### config.mk
export PLATFORM = sky130hd
export DESIGN_NAME = ifetch_ctrl
export DESIGN_NICKNAME = d
export VERILOG_FILES = /design/src/rtl/ifetch_pkg.sv /design/src/rtl/ifetch_perf_cnt.sv /design/src/rtl/ifetch_ctrl.sv
export SDC_FILE = /design/constraint.sdc
export NUM_CORES = 1
export LEC_CHECK = 0
export CELL_PAD_IN_SITES_DETAIL_PLACEMENT = 1
export CELL_PAD_IN_SITES_GLOBAL_PLACEMENT = 2
export CORE_ASPECT_RATIO = 1.4
export CORE_MARGIN = 8
export CORE_UTILIZATION = 43
export CTS_BUF_LIST = sky130_fd_sc_hd__clkbuf_4 sky130_fd_sc_hd__clkbuf_8
export CTS_CLUSTER_SIZE = 40
export DETAILED_ROUTE_END_ITERATION = 10
export DONT_BUFFER_PORTS = 1
export HOLD_SLACK_MARGIN = 0.06
export PLACE_DENSITY = 0.92
export RECOVER_POWER = 25
export SLEW_MARGIN = 20
export SYNTH_ARGS = -nofsm -noshare
export SYNTH_HDL_FRONTEND = slang
export SYNTH_HIERARCHICAL = 1
export SYNTH_SLANG_ARGS = --single-unit
### constraint.sdc
create_clock -name clk -period 3.4 [get_ports clk]
set_clock_uncertainty 0.15 [all_clocks]
set_input_delay 0.68 -clock clk [delete_from_list [all_inputs] [get_ports clk]]
set_output_delay 0.68 -clock clk [all_outputs]
set_load 0.005 [all_outputs]
### src/rtl/ifetch_pkg.sv
// Shared types and default parameters for the instruction-fetch sequencer.
package ifetch_pkg;

    typedef enum logic [1:0] {
        IDLE = 2'd0,
        RUN  = 2'd1,
        HALT = 2'd2,
        ERR  = 2'd3
    } ifetch_state_e;

    localparam int          XLEN_DEF        = 32;
    localparam int          IMEM_ADDR_W_DEF = 5;
    localparam logic [31:0] RESET_PC_DEF    = 32'h0000_0000;

endpackage

### src/rtl/ifetch_perf_cnt.sv
// Wrapping 32-bit counters for accepted instructions and backpressure cycles.
module ifetch_perf_cnt (
    input  logic        clk,
    input  logic        rst_n,
    input  logic        i_transfer,
    input  logic        i_stall,
    output logic [31:0] o_fetch_cnt,
    output logic [31:0] o_stall_cnt
);

    logic [31:0] r_fetch_cnt;
    logic [31:0] r_stall_cnt;

    always_ff @(posedge clk or negedge rst_n) begin
        if (!rst_n) begin
            r_fetch_cnt <= '0;
            r_stall_cnt <= '0;
        end else begin
            if (i_transfer) r_fetch_cnt <= r_fetch_cnt + 32'd1;
            if (i_stall)    r_stall_cnt <= r_stall_cnt + 32'd1;
        end
    end

    assign o_fetch_cnt = r_fetch_cnt;
    assign o_stall_cnt = r_stall_cnt;

endmodule

### src/rtl/ifetch_ctrl.sv
// PC sequencer feeding the decoder over valid/ready, with redirect and halt.
// Performance counters are built only when IFETCH_PERF_EN is defined.
module ifetch_ctrl
    import ifetch_pkg::*;
#(
    parameter int               XLEN     = XLEN_DEF,
    parameter int               ADDR_W   = IMEM_ADDR_W_DEF,
    parameter logic [XLEN-1:0]  RESET_PC = RESET_PC_DEF
) (
    input  logic              clk,
    input  logic              rst_n,
    output logic [ADDR_W-1:0] mem_addr,
    input  logic [XLEN-1:0]   mem_rdata,
    output logic              out_valid,
    input  logic              out_ready,
    output logic [XLEN-1:0]   out_instr,
    output logic [XLEN-1:0]   out_pc,
    input  logic              redirect_valid,
    input  logic [XLEN-1:0]   redirect_pc,
    input  logic              halt,
    output logic              misalign_err,
    output logic [31:0]       perf_fetch_cnt,
    output logic [31:0]       perf_stall_cnt
);

    ifetch_state_e   r_state;
    ifetch_state_e   w_state_next;
    logic [XLEN-1:0] r_pc;
    logic [XLEN-1:0] r_instr;
    logic [XLEN-1:0] r_out_pc;
    logic            r_valid;
    logic            r_misalign;

    logic w_transfer;
    logic w_redirect;
    logic w_misalign;
    logic w_fetch;

    assign w_transfer = r_valid && out_ready;
    assign w_redirect = redirect_valid && (r_state != ERR);
    assign w_misalign = w_redirect && (redirect_pc[1:0] != 2'b00);
    assign w_fetch    = (r_state == RUN) && !halt && !w_redirect
                        && (!r_valid || out_ready);

    // A redirect does not override the halt decision; it only replaces the PC.
    always_comb begin
        w_state_next = r_state;
        case (r_state)
            IDLE:    w_state_next = RUN;
            RUN:     w_state_next = halt ? HALT : RUN;
            HALT:    w_state_next = halt ? HALT : RUN;
            default: w_state_next = ERR;
        endcase
        if (w_misalign) w_state_next = ERR;
    end

    always_ff @(posedge clk or negedge rst_n) begin
        if (!rst_n) begin
            r_state    <= IDLE;
            r_pc       <= RESET_PC;
            r_instr    <= '0;
            r_out_pc   <= '0;
            r_valid    <= 1'b0;
            r_misalign <= 1'b0;
        end else begin
            r_state <= w_state_next;
            if (w_misalign) r_misalign <= 1'b1;
            if (w_redirect) begin
                r_pc    <= redirect_pc;
                r_valid <= 1'b0;
            end else if (w_fetch) begin
                r_instr  <= mem_rdata;
                r_out_pc <= r_pc;
                r_valid  <= 1'b1;
                r_pc     <= r_pc + XLEN'(4);
            end else if (w_transfer || r_state == ERR) begin
                r_valid <= 1'b0;
            end
        end
    end

    // Upper PC bits are dropped on purpose: the memory aliases across the address space.
    assign mem_addr     = r_pc[ADDR_W+1:2];
    assign out_valid    = r_valid;
    assign out_instr    = r_instr;
    assign out_pc       = r_out_pc;
    assign misalign_err = r_misalign;

`ifdef IFETCH_PERF_EN
    logic w_perf_transfer;
    logic w_perf_stall;

    assign w_perf_transfer = w_transfer && !w_redirect;
    assign w_perf_stall    = r_valid && !out_ready;

    ifetch_perf_cnt u_perf_cnt (
        .clk         (clk),
        .rst_n       (rst_n),
        .i_transfer  (w_perf_transfer),
        .i_stall     (w_perf_stall),
        .o_fetch_cnt (perf_fetch_cnt),
        .o_stall_cnt (perf_stall_cnt)
    );
`else
    assign perf_fetch_cnt = 32'd0;
    assign perf_stall_cnt = 32'd0;
`endif

endmodule

## After elaboration in Yosys (flattened, before gate mapping)

Cells that the tools add are included.

- $add $sub $neg: 1
- Equality and inequality tests: 4
- Muxes and demuxes: 8
- Bitwise gates (word level): 1
- Reduce and logical (&&, ||, !) cells: 17

Operator list:

| kind | count |
|---|---|
| $mux W32 | 2 |
| $add A32 B3 Y32 const B | 1 |
| $logic_and A1 B1 Y1 | 6 |
| $eq A2 B2 Y1 const B | 2 |
| $mux W2 | 2 |
| $pmux W2 S2 | 1 |
| $reduce_bool A2 Y1 | 2 |
| $logic_not A1 Y1 | 3 |
| $mux W1 | 3 |
| $reduce_bool A3 Y1 | 1 |
| $eq A2 B1 Y1 const B | 1 |
| $logic_not A2 Y1 | 1 |
| $logic_or A1 B1 Y1 | 2 |
| $ne A2 B2 Y1 const B | 1 |
| $reduce_and A2 Y1 | 1 |
| $reduce_or A2 Y1 | 1 |
| $not A1 Y1 | 1 |

- Register bits: 100
- Output and inout bits: 135
- Word-level logic and storage cells: 37

## Longest topological paths before layout

- Depth in word-level cells: 7
- Gate-level depth with buffers: 8
- Mapped depth without buffers: 7

## Least setup slack after synthesis

No wires, ideal clock.

- Path type: input port to flip-flop
- From: input port redirect_valid
- To: register r_instr[10] (netlist: out_instr[10])
- Setup time: 0.125 ns
- Arrival time: 2.037 ns
- Data required time: 3.125 ns
- Setup slack: 1.088 ns
- Stages: 5
- Buffers on the path: 2
- Cells stage by stage: or2b_1 -> nand3_1 -> clkbuf_1 -> buf_1 -> mux2_2

- Word-level cells in the longest chain between the ends: 5
- Elaborated cells on any way between the ends: 6

Ends and longest elaborated chain:

| what | RTL line | source |
|---|---|---|
| from (decl) | ifetch_ctrl.sv:18 | `input logic redirect_valid,` |
| $logic_and A1 B1 Y1 * | ifetch_ctrl.sv:40 | `assign w_redirect = redirect_valid && (r_state != ERR);` |
| $logic_not A1 Y1 | ifetch_ctrl.sv:42 | `assign w_fetch = (r_state == RUN) && !halt && !w_redirect` |
| $logic_and A1 B1 Y1 | ifetch_ctrl.sv:42 |  |
| $logic_and A1 B1 Y1 | ifetch_ctrl.sv:43 | `&& (!r_valid \|\| out_ready);` |
| $reduce_and A2 Y1 (no source line) * | -- |  |
| to (signal assigned) | ifetch_ctrl.sv:72 | `r_instr <= mem_rdata;` |
| to (decl) | ifetch_ctrl.sv:29 | `logic [XLEN-1:0] r_instr;` |

Mark *: on every way between the ends. The rest lies on a longest branch, timed or not.
A chain may end at the register's enable or synchronous reset.

## Worst setup path in the final report

- From: register r_state[0]
- To: register r_instr[11] (netlist: out_instr[11])

- Word-level cells in the longest chain between the ends: 6
- Elaborated cells on any way between the ends: 9

Ends and longest elaborated chain:

| what | RTL line | source |
|---|---|---|
| from (decl) | ifetch_ctrl.sv:26 | `ifetch_state_e r_state;` |
| from (signal assigned) | ifetch_ctrl.sv:66 | `r_state <= w_state_next;` |
| $ne A2 B2 Y1 | ifetch_ctrl.sv:40 |  |
| $logic_and A1 B1 Y1 | ifetch_ctrl.sv:40 |  |
| $logic_not A1 Y1 | ifetch_ctrl.sv:42 |  |
| $logic_and A1 B1 Y1 | ifetch_ctrl.sv:42 |  |
| $logic_and A1 B1 Y1 | ifetch_ctrl.sv:43 |  |
| $reduce_and A2 Y1 (no source line) * | -- |  |

Marked as above.

==> results.py <==
metrics = {
    "worst_setup_path": {
        "critPathMostFrequentCell": "buf_4",
        "worstPathCellList": "ha_1 > or2b_1 > nand3_4 > buf_4 > buf_4 > mux2_2",
        "arrival_ns": 2.80,
        "slowest_delay_ns": 0.44,
        "path_class": "register to register",
        "crit_fanout": 36,
        "crit_slowest_cell": "buf_4",
        "crit_path_end_kind": "register",
        "cp-start-kind": "register",
        "cp.required_ns": 3.50,
    },
    "synth": {
        "synth-warning-count": 6,
        "synth_area_leaders": "dfrtp_1, mux2_2, buf_4",
        "ys_seq_elements": 100,
        "synth_edf_count": 0,
        "synthTopCellsByCount": "dfrtp_1, buf_4, mux2_2",
        "yosysSeqAreaShare": 0.503,
        "synth_area_leader_cell": "dfrtp_1",
        "yosys_most_used_dff": "dfrtp_1",
        "synthArstFlopShare": 1.00,
        "postSynthAreaPerCell_um2": 11.1,
        "synth.distinct_cells": 40,
        "synthesis.area_um2": 4980,
        "synth_most_common_cell": "dfrtp_1",
        "syn_inst": 449,
        "synth_top_cell_area_share": 0.503,
    },
    "pwr": {
        "combPwrFrac": 0.247,
        "power_density_nw_per_um2": 825,
        "swShare": 0.358,
        "p_switching_mw": 1.49,
        "p_leak_nw": 2.20,
        "p_int_mw": 2.67,
        "pwr-share-clk": 0.187,
        "ir_worst_vdd_mv": 0.246,
        "seqPwrFrac": 0.566,
    },
    "clock_network": {
        "cts_buffers": 9,
        "cts_tree": "built",
        "clock_latency_ns": 0.36,
        "cts_sinks": 100,
        "cts_setup_buffers": 0,
        "clk_pin_slew_worst_paths_ns": 0.09,
        "clockBufferDepth": 2,
        "cts-root-buf": "clkbuf_8",
        "cts_max_level": 3,
    },
    "route": {
        "avgViaCountPerCell": 5.19,
        "drt_first_pass_iters": 4,
        "drc_errors": 0,
        "ant_nets": 0,
        "wirelength_um": 12600,
        "drt_iter0_markers": 88,
        "avgRoutedWirePerCell_um": 21.3,
        "vias": 3061,
    },
    "timing": {
        "clock.fmax_ghz": 0.369,
        "worstMarginPinSlew_ns": 1.38,
        "min_period_ns": 2.71,
        "setup_violations": 0,
        "timing.final.crit_share": 0.796,
        "hold_viol_final": 0,
        "setup_tns_ns": 0,
        "rsz0062_at_grt": "false",
        "relSlewSlack": 0.0809,
        "slew_violations": 0,
    },
    "layout": {
        "diodes": 0,
        "drive_gt1_frac": 0.204,
        "synthToLayoutAreaGrowth_pct": 1.31,
        "fillers": 1274,
        "final_nets": 514,
        "final_util": 0.445,
    },
    "global_routing": {
        "grt_usage": 0.164,
        "grt_max_degree": 101,
        "grt_pass1_wl_um": 19400,
        "gr-total-overflow": 0,
        "first_global_vias": 3543,
        "antenna_found_initial": 0,
    },
    "place": {
        "portBuffers": 0,
        "globalplace.congestion": 0.802,
        "dp_hpwl_um": 9630,
    },
    "die": {
        "start_util": 0.439,
        "die_area_um2": 15300,
        "die_w_um": 107,
        "num_rows": 46,
        "core_um2": 11300,
        "die_h_um": 143,
        "io_pins": 204,
    },
    "status": {
        "status": "completed",
    },
    "flow_run": {
        "max_cap_violations": 0,
    },
    "min_path": {
        "hold_path_class": "primary input to register",
    },
}
sequential cells by signal (all words and copies together) (netlist names):
| name | count |
|---|---|
| out_pc | 32 |
| out_valid | 1 |
| r_pc | 32 |
| out_instr | 32 |
| r_state | 2 |
| misalign_err | 1 |
placed cells by master (no fill, tap or decap), drive strengths merged, types with 2 or more instances in the layout:
master	count
nor2	10
xnor2	15
nand3	18
nand2	47
conb	64
dfrtp	100
and2	3
nand4	7
and4	5
nor3	4
a21oi	7
mux2i	2
xor2	8
nor2b	4
or3	3
or4	4
o21ai	24
buf	4
clkbuf	13
inv	4
nor4	11
o211ai	2
mux2	62
clkinv	3
ha	4
nand2b	3
and3	6
metal layers:
layer,track usage,vias up,part of all wire
met5,0,-,0
met3,0.0569,15,0.089
met2,0.293,136,0.53
met4,0.0751,0,0.022
met1,0.166,1522,0.36
li1,-,1388,-
final cells by class:
cell class,instances,area [um2],area share
multi-input cells,320,2100,0.416
inverters,4,15.0,0.00298
clock inverters,4,48.8,0.00967
flip-flops and latches,100,2500,0.496
repair buffers,6,47.5,0.00942
well taps,144,180,0.0357
clock buffers,12,153,0.0303
metrics by stage:
stage | area (um2) | instances | worst slack [ns] | power (mW) | hold WS (ns)
detailed placement | 4830 | 572 | 0.682 | 3.42 | 0.237
global route | 5040 | 590 | 0.460 | 4.48 | 0.270
floorplan | 5220 | 512 | 1.09 | 3.10 | 0.234
finish | 5040 | 590 | 0.693 | 4.16 | 0.270
CTS | 5050 | 589 | 0.658 | 4.23 | 0.101
global placement | 4830 | 572 | 0.787 | 3.32 | 0.238
critical path, delay by kind of cell (launching register included):
kind          cells  cell delay [ns]
buf+inv           2             0.87
simple gates      2             0.46
flops             1             0.42
mux               1             0.39
fa+ha+maj         1             0.29
power groups by stage:
stage	clock network (mW)	registers (mW)	logic [mW]
3_3_place_gp	0	2.37	0.944
6_report	0.777	2.36	1.03
3_5_place_dp	0	2.41	1.02
2_1_floorplan	0	2.14	0.963
4_1_cts	0.799	2.38	1.05
5_1_grt	0.853	2.46	1.16
path summary, 6_finish.rpt:
| kind | startpoint | endpoint | slack, ns | depth (start not counted) |
|---|---|---|---|---|
| max | r_state[0] | out_instr[11] | 0.69 | 6 |
| min | redirect_pc[1] | r_pc[1] | 0.27 | 2 |
| max reg2reg | r_state[0] | out_instr[11] | 0.69 | 6 |
| min reg2reg | r_pc[1] | r_pc[1] | 0.34 | 2 |
| max in group asynchronous | rst_n | r_pc[18] | 1.18 | 2 |
| min in group asynchronous | rst_n | out_instr[23] | 1.00 | 2 |
cell families (layout without fill, tap and decap cells):
family,after synthesis,in the layout,synth area share
and+or+nand+nor,127,127,0.133
muxes,64,64,0.144
adders and majority gates,4,4,0.0101
buffers and inverters,92,26,0.128
other,1,64,0.000753
DFF,100,100,0.503
AOI/OAI and AO/OA,38,38,0.0417
xor gates and xnor gates,23,23,0.0405
repair_timing:
item                                   in CTS  in global routing
endpoints found under the hold margin     100                  1
resized for setup                           0                  0
hold buffers                                1                  1
Power figures use the tool's default switching activity.
